### config.mk
export PLATFORM = sky130hd
export DESIGN_NAME = player_move_grid
export DESIGN_NICKNAME = d
export VERILOG_FILES = /design/src/rtl/player_pkg.sv /design/src/rtl/player_move_grid_lane_snap.sv /design/src/rtl/player_move_grid.sv
export SDC_FILE = /design/constraint.sdc
export NUM_CORES = 1
export LEC_CHECK = 0
export ABC_AREA = 0
export CORE_MARGIN = 5
export CORE_UTILIZATION = 68
export CTS_BUF_LIST = sky130_fd_sc_hd__clkbuf_8 sky130_fd_sc_hd__clkbuf_16
export DETAILED_ROUTE_END_ITERATION = 10
export GPL_TIMING_DRIVEN = 0
export PLACE_DENSITY = 0.87
export SYNTH_ARGS = -nofsm -noshare
export SYNTH_HDL_FRONTEND = slang
export SYNTH_SLANG_ARGS = --single-unit
### constraint.sdc
create_clock -name clk -period 13.7 [get_ports clk]
set_input_delay 2.055 -clock clk [delete_from_list [all_inputs] [get_ports clk]]
set_output_delay 2.055 -clock clk [all_outputs]
set_load 0.02 [all_outputs]
### src/rtl/player_pkg.sv
// Shared types for the per-player motion block: edge codes, directions and
// FSM states.
package player_pkg;

  localparam logic [3:0] EDGE_LEFT   = 4'b1000;
  localparam logic [3:0] EDGE_TOP    = 4'b0100;
  localparam logic [3:0] EDGE_RIGHT  = 4'b0010;
  localparam logic [3:0] EDGE_BOTTOM = 4'b0001;

  typedef enum logic [1:0] {
    DIR_DOWN  = 2'd0,
    DIR_UP    = 2'd1,
    DIR_LEFT  = 2'd2,
    DIR_RIGHT = 2'd3
  } dir_e;

  typedef enum logic [2:0] {
    ST_IDLE,
    ST_MOVE,
    ST_RESOLVE,
    ST_APPLY,
    ST_LIMITS
  } state_e;

  // Wall edge that blocks a step in direction d.
  function automatic logic [3:0] edge_of(input dir_e d);
    logic [3:0] e;
    case (d)
      DIR_DOWN:  e = EDGE_BOTTOM;
      DIR_UP:    e = EDGE_TOP;
      DIR_LEFT:  e = EDGE_LEFT;
      default:   e = EDGE_RIGHT;
    endcase
    return e;
  endfunction

  function automatic logic is_horiz(input dir_e d);
    return (d == DIR_LEFT) || (d == DIR_RIGHT);
  endfunction

endpackage

### src/rtl/player_move_grid_lane_snap.sv
// Turn assist: pulls a pixel coordinate onto the nearest tile lane when it is
// within SNAP_TOL of it; snap_ok low means the turn must be refused.
module lane_snap #(
  parameter int TILE     = 32,
  parameter int SNAP_TOL = 8
) (
  input  logic signed [31:0] pix,
  input  logic signed [31:0] origin,
  output logic signed [31:0] snapped,
  output logic               snap_ok
);

  logic [31:0] off;

  always_comb begin
    // TILE is a power of two, so the mask is a true modulo even for negative offsets.
    off     = (pix - origin) & 32'(TILE - 1);
    snapped = pix;
    snap_ok = 1'b0;
    if (off <= 32'(SNAP_TOL)) begin
      snapped = pix - $signed(off);
      snap_ok = 1'b1;
    end else if (off >= 32'(TILE - SNAP_TOL)) begin
      snapped = pix - $signed(off) + TILE;
      snap_ok = 1'b1;
    end
  end

endmodule

### src/rtl/player_move_grid.sv
// Per-player motion: latches one direction per frame, rolls back on a matching
// wall hit, applies a levelled fixed-point step with lane snapping, clamps to frame.
module player_move_grid
  import player_pkg::*;
#(
  parameter int INITIAL_X    = 15,
  parameter int INITIAL_Y    = 48,
  parameter int FP_SHIFT     = 6,
  parameter int FRAME_LEFT   = 15,
  parameter int FRAME_TOP    = 48,
  parameter int FRAME_RIGHT  = 623,
  parameter int FRAME_BOTTOM = 464,
  parameter int OBJ_W        = 32,
  parameter int OBJ_H        = 32,
  parameter int TILE         = 32,
  parameter int SNAP_TOL     = 8,
  parameter int NUM_SPEEDS   = 4,
  parameter int BASE_SPEED   = 64,
  parameter int SPEED_STEP   = 48,
  localparam int LW = (NUM_SPEEDS > 1) ? $clog2(NUM_SPEEDS) : 1
) (
  input  logic                clk,
  input  logic                resetN,
  input  logic                startOfFrame,
  input  logic                game_on,
  input  logic                up_key,
  input  logic                down_key,
  input  logic                left_key,
  input  logic                right_key,
  input  logic                collision,
  input  logic [3:0]          HitEdgeCode,
  input  logic [LW-1:0]       speed_level,
  output logic signed [10:0]  topLeftX,
  output logic signed [10:0]  topLeftY,
  output logic [1:0]          facing,
  output logic                moving,
  output logic [LW-1:0]       current_speed_level
);

  localparam int SPAWN_X = INITIAL_X << FP_SHIFT;
  localparam int SPAWN_Y = INITIAL_Y << FP_SHIFT;
  localparam int MIN_X   = FRAME_LEFT << FP_SHIFT;
  localparam int MAX_X   = (FRAME_RIGHT - OBJ_W) << FP_SHIFT;
  localparam int MIN_Y   = FRAME_TOP << FP_SHIFT;
  localparam int MAX_Y   = (FRAME_BOTTOM - OBJ_H) << FP_SHIFT;
  localparam logic [LW-1:0] MAX_LVL = LW'(NUM_SPEEDS - 1);

  state_e             state_q, state_d;
  logic signed [31:0] x_q, x_d, y_q, y_d, px_q, px_d, py_q, py_d;
  logic               dir_vld_q, dir_vld_d, last_vld_q, last_vld_d;
  dir_e               dir_q, dir_d, last_q, last_d, facing_q, facing_d;
  logic [3:0]         hit_q, hit_d;
  logic               moving_q, moving_d;
  logic [LW-1:0]      level_q, level_d;

  logic [LW-1:0]      lvl_eff;
  logic signed [31:0] speed, x_pix, y_pix, x_snap, y_snap;
  logic               x_snap_ok, y_snap_ok, step_ok;

  assign x_pix   = x_q >>> FP_SHIFT;
  assign y_pix   = y_q >>> FP_SHIFT;
  assign lvl_eff = (speed_level > MAX_LVL) ? MAX_LVL : speed_level;
  assign speed   = BASE_SPEED + SPEED_STEP * int'(lvl_eff);

  lane_snap #(.TILE(TILE), .SNAP_TOL(SNAP_TOL)) u_snap_x (
    .pix(x_pix), .origin(FRAME_LEFT), .snapped(x_snap), .snap_ok(x_snap_ok)
  );
  lane_snap #(.TILE(TILE), .SNAP_TOL(SNAP_TOL)) u_snap_y (
    .pix(y_pix), .origin(FRAME_TOP), .snapped(y_snap), .snap_ok(y_snap_ok)
  );

  always_comb begin
    state_d    = state_q;
    x_d        = x_q;
    y_d        = y_q;
    px_d       = px_q;
    py_d       = py_q;
    dir_vld_d  = dir_vld_q;
    dir_d      = dir_q;
    last_vld_d = last_vld_q;
    last_d     = last_q;
    facing_d   = facing_q;
    hit_d      = hit_q;
    moving_d   = moving_q;
    level_d    = level_q;
    step_ok    = 1'b0;
    case (state_q)
      ST_IDLE: begin
        x_d        = SPAWN_X;
        y_d        = SPAWN_Y;
        px_d       = SPAWN_X;
        py_d       = SPAWN_Y;
        dir_vld_d  = 1'b0;
        last_vld_d = 1'b0;
        hit_d      = 4'b0;
        moving_d   = 1'b0;
        if (game_on) state_d = ST_MOVE;
      end
      ST_MOVE: begin
        if (!dir_vld_q && (up_key || down_key || left_key || right_key)) begin
          dir_vld_d = 1'b1;
          if (up_key)        dir_d = DIR_UP;
          else if (down_key) dir_d = DIR_DOWN;
          else if (left_key) dir_d = DIR_LEFT;
          else               dir_d = DIR_RIGHT;
        end
        if (collision) hit_d = hit_q | HitEdgeCode;
        if (startOfFrame) state_d = ST_RESOLVE;
      end
      ST_RESOLVE: begin
        // Only a hit on the edge we were heading into undoes last frame's step.
        if (last_vld_q && |(hit_q & edge_of(last_q))) begin
          x_d = px_q;
          y_d = py_q;
        end
        hit_d   = 4'b0;
        state_d = ST_APPLY;
      end
      ST_APPLY: begin
        level_d  = lvl_eff;
        px_d     = x_q;
        py_d     = y_q;
        moving_d = 1'b0;
        if (dir_vld_q) begin
          facing_d = dir_q;
          step_ok  = 1'b1;
          if (last_vld_q && (is_horiz(dir_q) != is_horiz(last_q))) begin
            if (is_horiz(dir_q)) begin
              if (y_snap_ok) y_d = y_snap <<< FP_SHIFT;
              else           step_ok = 1'b0;
            end else begin
              if (x_snap_ok) x_d = x_snap <<< FP_SHIFT;
              else           step_ok = 1'b0;
            end
          end
          if (step_ok && speed != 0) begin
            case (dir_q)
              DIR_RIGHT: x_d = x_q + speed;
              DIR_LEFT:  x_d = x_q - speed;
              DIR_DOWN:  y_d = y_q + speed;
              default:   y_d = y_q - speed;
            endcase
            moving_d   = 1'b1;
            last_vld_d = 1'b1;
            last_d     = dir_q;
          end
        end
        dir_vld_d = 1'b0;
        state_d   = ST_LIMITS;
      end
      ST_LIMITS: begin
        if (x_q < MIN_X)      x_d = MIN_X;
        else if (x_q > MAX_X) x_d = MAX_X;
        if (y_q < MIN_Y)      y_d = MIN_Y;
        else if (y_q > MAX_Y) y_d = MAX_Y;
        state_d = game_on ? ST_MOVE : ST_IDLE;
      end
      default: state_d = ST_IDLE;
    endcase
  end

  always_ff @(posedge clk or negedge resetN) begin
    if (!resetN) begin
      state_q    <= ST_IDLE;
      x_q        <= SPAWN_X;
      y_q        <= SPAWN_Y;
      px_q       <= SPAWN_X;
      py_q       <= SPAWN_Y;
      dir_vld_q  <= 1'b0;
      dir_q      <= DIR_DOWN;
      last_vld_q <= 1'b0;
      last_q     <= DIR_DOWN;
      facing_q   <= DIR_DOWN;
      hit_q      <= 4'b0;
      moving_q   <= 1'b0;
      level_q    <= '0;
    end else begin
      state_q    <= state_d;
      x_q        <= x_d;
      y_q        <= y_d;
      px_q       <= px_d;
      py_q       <= py_d;
      dir_vld_q  <= dir_vld_d;
      dir_q      <= dir_d;
      last_vld_q <= last_vld_d;
      last_q     <= last_d;
      facing_q   <= facing_d;
      hit_q      <= hit_d;
      moving_q   <= moving_d;
      level_q    <= level_d;
    end
  end

  assign topLeftX            = 11'(x_q >>> FP_SHIFT);
  assign topLeftY            = 11'(y_q >>> FP_SHIFT);
  assign facing              = facing_q;
  assign moving              = moving_q;
  assign current_speed_level = level_q;

endmodule

==> flow_summary.json, run 1 <==
{
  "outcome": "complete, no violations",
  "synthTopCellsByArea": "dfrtp_1 (26%), ha_1 (6.5%), nand2_1 (4.7%), xnor2_1 (4.6%), o21ai_0 (4.5%)",
  "drt_iter0_drc": 1946,
  "clk_latency_ps": 450,
  "ys_async_sr_fraction_pct": 100,
  "drive_gt1_share_pct": 6.29,
  "synth.top_cell.area_share_pct": 26.5,
  "grt_pass1_vias": 13000,
  "cts_resized": 0,
  "fillCellCount": 1408,
  "num_vias": 13600,
  "rows": 50,
  "min_path_cells": 2,
  "synth_seq_cells": 146,
  "synth-main-ff-cell": "dfrtp_1",
  "period_share_pct": 47.0,
  "area_growth_pct": 10.3,
  "die-height_um": 146,
  "rsz0062_at_grt": "no",
  "skew_ps": 10.7,
  "hold_ws_ps": 475,
  "antenna_found_initial": 1,
  "drv_cap": 0,
  "cp.required_ps": 14030,
  "num_io_pins": 42,
  "wirelength_um": 44100,
  "setup_tns_ps": 0,
  "peakVddDrop_mv": 0.183,
  "rrSetupSlack_ps": 8210,
  "leakagePower_nw": 5.79,
  "min_to": "facing[1]",
  "power_mw": 3.81,
  "worstHoldStart": "facing[1]",
  "r2r-end": "x_q[31]",
  "synth_edf_count": 0,
  "ctsHoldBuffers": 0,
  "nets": 1739,
  "setup.worst_path.start_class": "input port",
  "initial_utilization_pct": 68.4,
  "die_w_um": 146,
  "cp_max_fo": 7,
  "yosys.area.top_type": "dfrtp_1",
  "relSlewSlack_pct": 16.1,
  "gp_congestion": 1.01,
  "ys_seq_area_share_pct": 29.0,
  "report.final.hold_viol_count": 0,
  "cts_max_path_buffers": 2,
  "wl_per_cell_um": 23.2,
  "path_class": "input port to flip-flop",
  "track_usage_pct": 40.6,
  "synthCells": 1594,
  "end_kind": "flip-flop",
  "port_buffers": 41,
  "htreeDepth": 4,
  "cts_inserted_buffers": 17,
  "final_max_slew_viol_count": 0,
  "fp.coreArea_mm2": 0.0185,
  "cts_tree": "done",
  "period_minus_slack_ps": 6430,
  "routed_via_density": 7.13,
  "grt-ovfl-total": 0,
  "worst_pin_slew_ps": 1260,
  "ant_nets": 0,
  "post_cts_buffers": 0,
  "cp.arrival_ps": 6760,
  "grt_pass1_wl_um": 70000,
  "path_clk_slew_ps": 70,
  "ys_types": 89,
  "grt_start_max_net_pins": 83,
  "r2r_start": "x_q[7]",
  "min_path_type": "flip-flop to flip-flop",
  "place_hpwl_um": 31800,
  "rr_worst_depth": 16,
  "firstDrtPassIters": 6,
  "synth_area_mm2": 0.0127,
  "drc": 0,
  "syn-num-nets": 1677,
  "dieArea_mm2": 0.0215,
  "yosys_warnings": 0,
  "clock-sinks": 146,
  "powerDensity_mw_per_mm2": 273,
  "root_buffer": "clkbuf_16",
  "synth_area_per_cell_um2": 7.94,
  "clock.fmax_mhz": 155,
  "setup_viol": 0
}
-- layout by cell type (no fill, tap or decap), types with 9 or more instances in the layout --
master,count
xor2_1,34
o21a_1,17
nand2_1,157
nor3_1,51
a31oi_1,25
o211ai_1,21
dfstp_2,12
and2_1,10
or3_1,17
a22o_1,62
xnor2_1,67
and3_1,18
nor4_1,17
dfrtp_1,134
clkbuf_16,17
or2_2,11
clkbuf_1,86
a21o_1,21
nor2_1,150
o21ai_1,10
ha_1,66
a21oi_1,110
or4_1,15
inv_1,41
nand4_1,12
o21ai_0,115
nor2b_1,14
nand3_1,59
o22ai_1,12
mux2i_1,13
a22oi_1,14
o31ai_1,14
buf_4,22
nand2b_1,9
clkdlybuf4s50_1,40
a221oi_1,18
a211oi_1,17
-- metal layers --
metal  global-route usage (%)  routed length [µm]
met1                     49.6               16200
met2                     65.9               20000
met3                     9.87                4830
met4                     23.0                3010
met5                        0                   0
-- worst max-delay path by stage --
stage / from / end / cells after the start / slack [ps]
5_1_grt: speed_level[0] / y_q[31] / 17 / 7070
2_1_floorplan: speed_level[0] / y_q[31] / 16 / 8530
3_3_place_gp: resetN / facing[1] / 1 / 4660
3_5_place_dp: speed_level[0] / x_q[31] / 17 / 6920
4_1_cts: speed_level[0] / x_q[31] / 17 / 7350
6_report: speed_level[0] / x_q[31] / 17 / 7270
-- critical path, stage by stage --
cell,delay (ps)
clkdlybuf4s50_1,640
inv_1,120
ha_1,400
nor3b_1,290
nor2_1,90
xor2_1,260
ha_1,320
o21a_1,120
o31a_1,130
o31a_1,300
a311o_1,480
a21oi_1,280
o311ai_0,250
o41ai_1,620
xnor2_1,150
a21oi_1,160
o21ai_1,80
-- report_power, final --
| group | switching (mW) | leakage, nW | internal, mW | total [mW] |
|---|---|---|---|---|
| registers | 0.123 | 1.95 | 0.530 | 0.653 |
| logic | 1.77 | 3.58 | 0.930 | 2.70 |
| clock network | 0.221 | 0.260 | 0.236 | 0.457 |
| total | 2.12 | 5.79 | 1.70 | 3.81 |
-- state kept, by name, summed over array words and instances (netlist names) --
name / flops
current_speed_level: 2
dir_q: 2
dir_vld_q: 1
facing: 2
hit_q: 4
last_q: 2
last_vld_q: 1
moving: 1
px_q: 32
py_q: 32
state_q: 3
x_q: 32
y_q: 32
-- synthesized netlist by cell type (18+ instances only) --
| master | instances |
|---|---|
| a21o_1 | 21 |
| a21oi_1 | 110 |
| a221oi_1 | 18 |
| a22o_1 | 62 |
| a31oi_1 | 25 |
| and3_1 | 18 |
| buf_4 | 22 |
| clkbuf_1 | 86 |
| dfrtp_1 | 134 |
| ha_1 | 66 |
| inv_1 | 41 |
| nand2_1 | 157 |
| nand3_1 | 59 |
| nor2_1 | 150 |
| nor3_1 | 51 |
| o211ai_1 | 21 |
| o21ai_0 | 115 |
| xnor2_1 | 67 |
| xor2_1 | 34 |
-- stage by stage --
step | util, % | area (µm²) | setup WS (ps) | std cells
CTS | 75.4 | 14000 | 7350 | 1903
detailed placement | 72.4 | 13400 | 6920 | 1871
global placement | 72.2 | 13400 | 4660 | 1869
floorplan | - | 12700 | 8530 | 1594
global route | 75.4 | 14000 | 7070 | 1904
finish | 75.4 | 14000 | 7270 | 1904
-- cell type report --
type	count	area (µm²)	area share [%]
inverters	43	161	1.16
plain buffers	116	522	3.74
multi-input cells	1289	8310	59.5
repair buffers	43	454	3.25
clock inverters	15	125	0.896
flip-flops and latches	146	3670	26.3
well taps	234	293	2.10
clock buffers	17	425	3.05
diodes	1	2.50	0.0179
-- cells by family after synthesis --
logic type	synth area share [%]
muxes	1.65
adders and majority gates	6.84
DFF	29.0
xor gates and xnor gates	6.99
AOI/OAI and AO/OA	28.9
and+or+nand+nor	21.2
buffers and inverters	5.39
Power figures use the tool's default switching activity.
==> inputs of run 2 (changes only) <==
- CORE_UTILIZATION: 68 -> 63
- PLACE_DENSITY: 0.87 -> 0.82
- clock period: 13.7 -> 6.4 ns (I/O delays scaled with it)
==> flow_summary.json, run 2 (synthesis gave the netlist of run 1 again) <==
{
  "layout_common_cells": "nand2_1 (157), nor2_1 (150), dfrtp_1 (134), o21ai_0 (115), a21oi_1 (110)",
  "grt_pass1_vias": 13100,
  "postLayoutSetupSlackWorst_ps": 855,
  "cts_tree": "done",
  "htreeDepth": 4,
  "firstDrtPassIters": 6,
  "relSlewSlack_pct": 19.3,
  "cts_resized": 0,
  "routed_via_density": 6.94,
  "path_cells": "ha_1 -> ha_1 -> xor2_1 -> o31ai_1 -> a21oi_1 -> xnor2_1 -> inv_1 -> ha_1 -> or4b_2 -> nor4_1 -> or3_1 -> o2111ai_4 -> nor4b_2 -> xnor2_1 -> mux2i_1 -> o21ai_1",
  "end_kind": "flip-flop",
  "diodes": 0,
  "wl_per_cell_um": 23.2,
  "clock.fmax_mhz": 180,
  "path_clk_slew_ps": 80,
  "cts_inserted_buffers": 17,
  "wirelength_um": 44900,
  "rr_worst_depth": 16,
  "setup.worst_path.start_class": "flip-flop",
  "nets": 1739,
  "worst_pin_slew_ps": 1200,
  "period_minus_slack_ps": 5540,
  "antenna_found_initial": 0,
  "peakVddDrop_mv": 0.364,
  "clock-sinks": 146,
  "crit_family": "simple AND/OR/NAND/NOR gates",
  "ctsHoldBuffers": 0,
  "drt_iter0_drc": 1847,
  "placed_area_mm2": 0.0135,
  "num_io_pins": 42,
  "drv_cap": 0,
  "report.final.hold_viol_count": 0,
  "dieArea_mm2": 0.0230,
  "track_usage_pct": 40.0,
  "cts_max_path_buffers": 2,
  "rows": 51,
  "gp_congestion": 0.979,
  "port_buffers": 41,
  "post-route-util_pct": 71.6,
  "rsz0062_at_grt": "no",
  "drc": 0,
  "die-height_um": 152,
  "cp.required_ps": 6730,
  "cp-startpoint": "x_q[7]",
  "root_buffer": "clkbuf_16",
  "min_path_cells": 2,
  "setup_viol": 0,
  "rrSetupSlack_ps": 860,
  "grt_pass1_wl_um": 71000,
  "r2r_start": "x_q[7]",
  "min_path_type": "flip-flop to flip-flop",
  "design_area_mm2": 0.0141,
  "hold_ws_ps": 481,
  "post_cts_buffers": 0,
  "leakagePower_nw": 5.82,
  "clk_latency_ps": 440,
  "fillCellCount": 1700,
  "cp.buffers_inverters": 1,
  "path_class": "flip-flop to flip-flop",
  "skew_ps": 12.3,
  "max_stage_delay_ps": 870,
  "min_to": "px_q[24]",
  "final_common_cell": "nand2_1",
  "powerDensity_mw_per_mm2": 589,
  "cp_max_fo": 8,
  "worstHoldStart": "px_q[24]",
  "critPathMostFrequentCell": "ha_1",
  "power_mw": 8.30,
  "cp.arrival_ps": 5870,
  "register_area_mm2": 0.00367,
  "fp.coreArea_mm2": 0.0197,
  "drive_gt1_share_pct": 6.29,
  "initial_utilization_pct": 64.4,
  "grt-ovfl-total": 0,
  "period_share_pct": 86.6,
  "num_vias": 13400,
  "grt_start_max_net_pins": 91,
  "critPathSlowestCell": "o31ai_1",
  "ant_nets": 0,
  "final_max_slew_viol_count": 0,
  "r2r-end": "x_q[31]",
  "area_growth_pct": 11.1,
  "place_hpwl_um": 32200,
  "multi_input_area_mm2": 0.00831,
  "outcome": "complete, no violations",
  "die_w_um": 152,
  "place_worst_setup_slack_ps": 555
}
[run 2: cell count changes in the layout (fill, tap and decap cells not counted), sizes merged]
cell	change
diode	-1
bufinv	+3
clkinv	-3
[run 2: cell type report]
| class | count | area share [%] |
|---|---|---|
| repair buffers | 43 | 3.23 |
| plain buffers | 116 | 3.71 |
| multi-input cells | 1289 | 59.1 |
| inverters | 43 | 1.15 |
| clock inverters | 15 | 1.40 |
| flip-flops and latches | 146 | 26.1 |
| clock buffers | 17 | 3.02 |
| well taps | 265 | 2.36 |
[run 2: metal layers]
metal	up-vias	global-route usage (%)	share of wire (%)
met3	233	9.13	10
li1	6041	-	-
met5	-	0	0
met1	6316	50.7	38
met4	0	24.8	7.0
met2	837	62.2	45
[run 2: report_power, final]
group | switching [mW] | leakage, nW | total [mW] | internal, mW
clock | 0.478 | 0.293 | 1.11 | 0.627
combinational | 3.81 | 3.58 | 5.80 | 1.99
sequential | 0.256 | 1.95 | 1.39 | 1.14
total | 4.54 | 5.82 | 8.30 | 3.75
[run 2: worst max path at each step]
stage               endpoint  slack, ps  depth (start not counted)
global route         x_q[31]        590                         17
finish               x_q[31]        860                         16
CTS                  x_q[31]        990                         16
detailed placement   x_q[31]        550                         17
global placement     x_q[20]      -1590                          1
floorplan            x_q[31]       1930                         16
[run 2: per-stage QoR]
stage | instances | setup TNS (ps)
6_report | 1934 | 0
4_1_cts | 1934 | 0
3_3_place_gp | 1900 | -211630
5_1_grt | 1934 | 0
2_1_floorplan | 1594 | 0
3_5_place_dp | 1902 | 0
[run 2: worst reg2reg max path: stages, from the launching register on]
cell       delay [ps]
dfstp_2           620
ha_1              240
ha_1              290
xor2_1            180
o31ai_1           870
a21oi_1           340
xnor2_1           260
inv_1              90
ha_1              310
or4b_2            610
nor4_1            310
or3_1             230
o2111ai_4         230
nor4b_2           380
xnor2_1           200
mux2i_1           210
o21ai_1            70
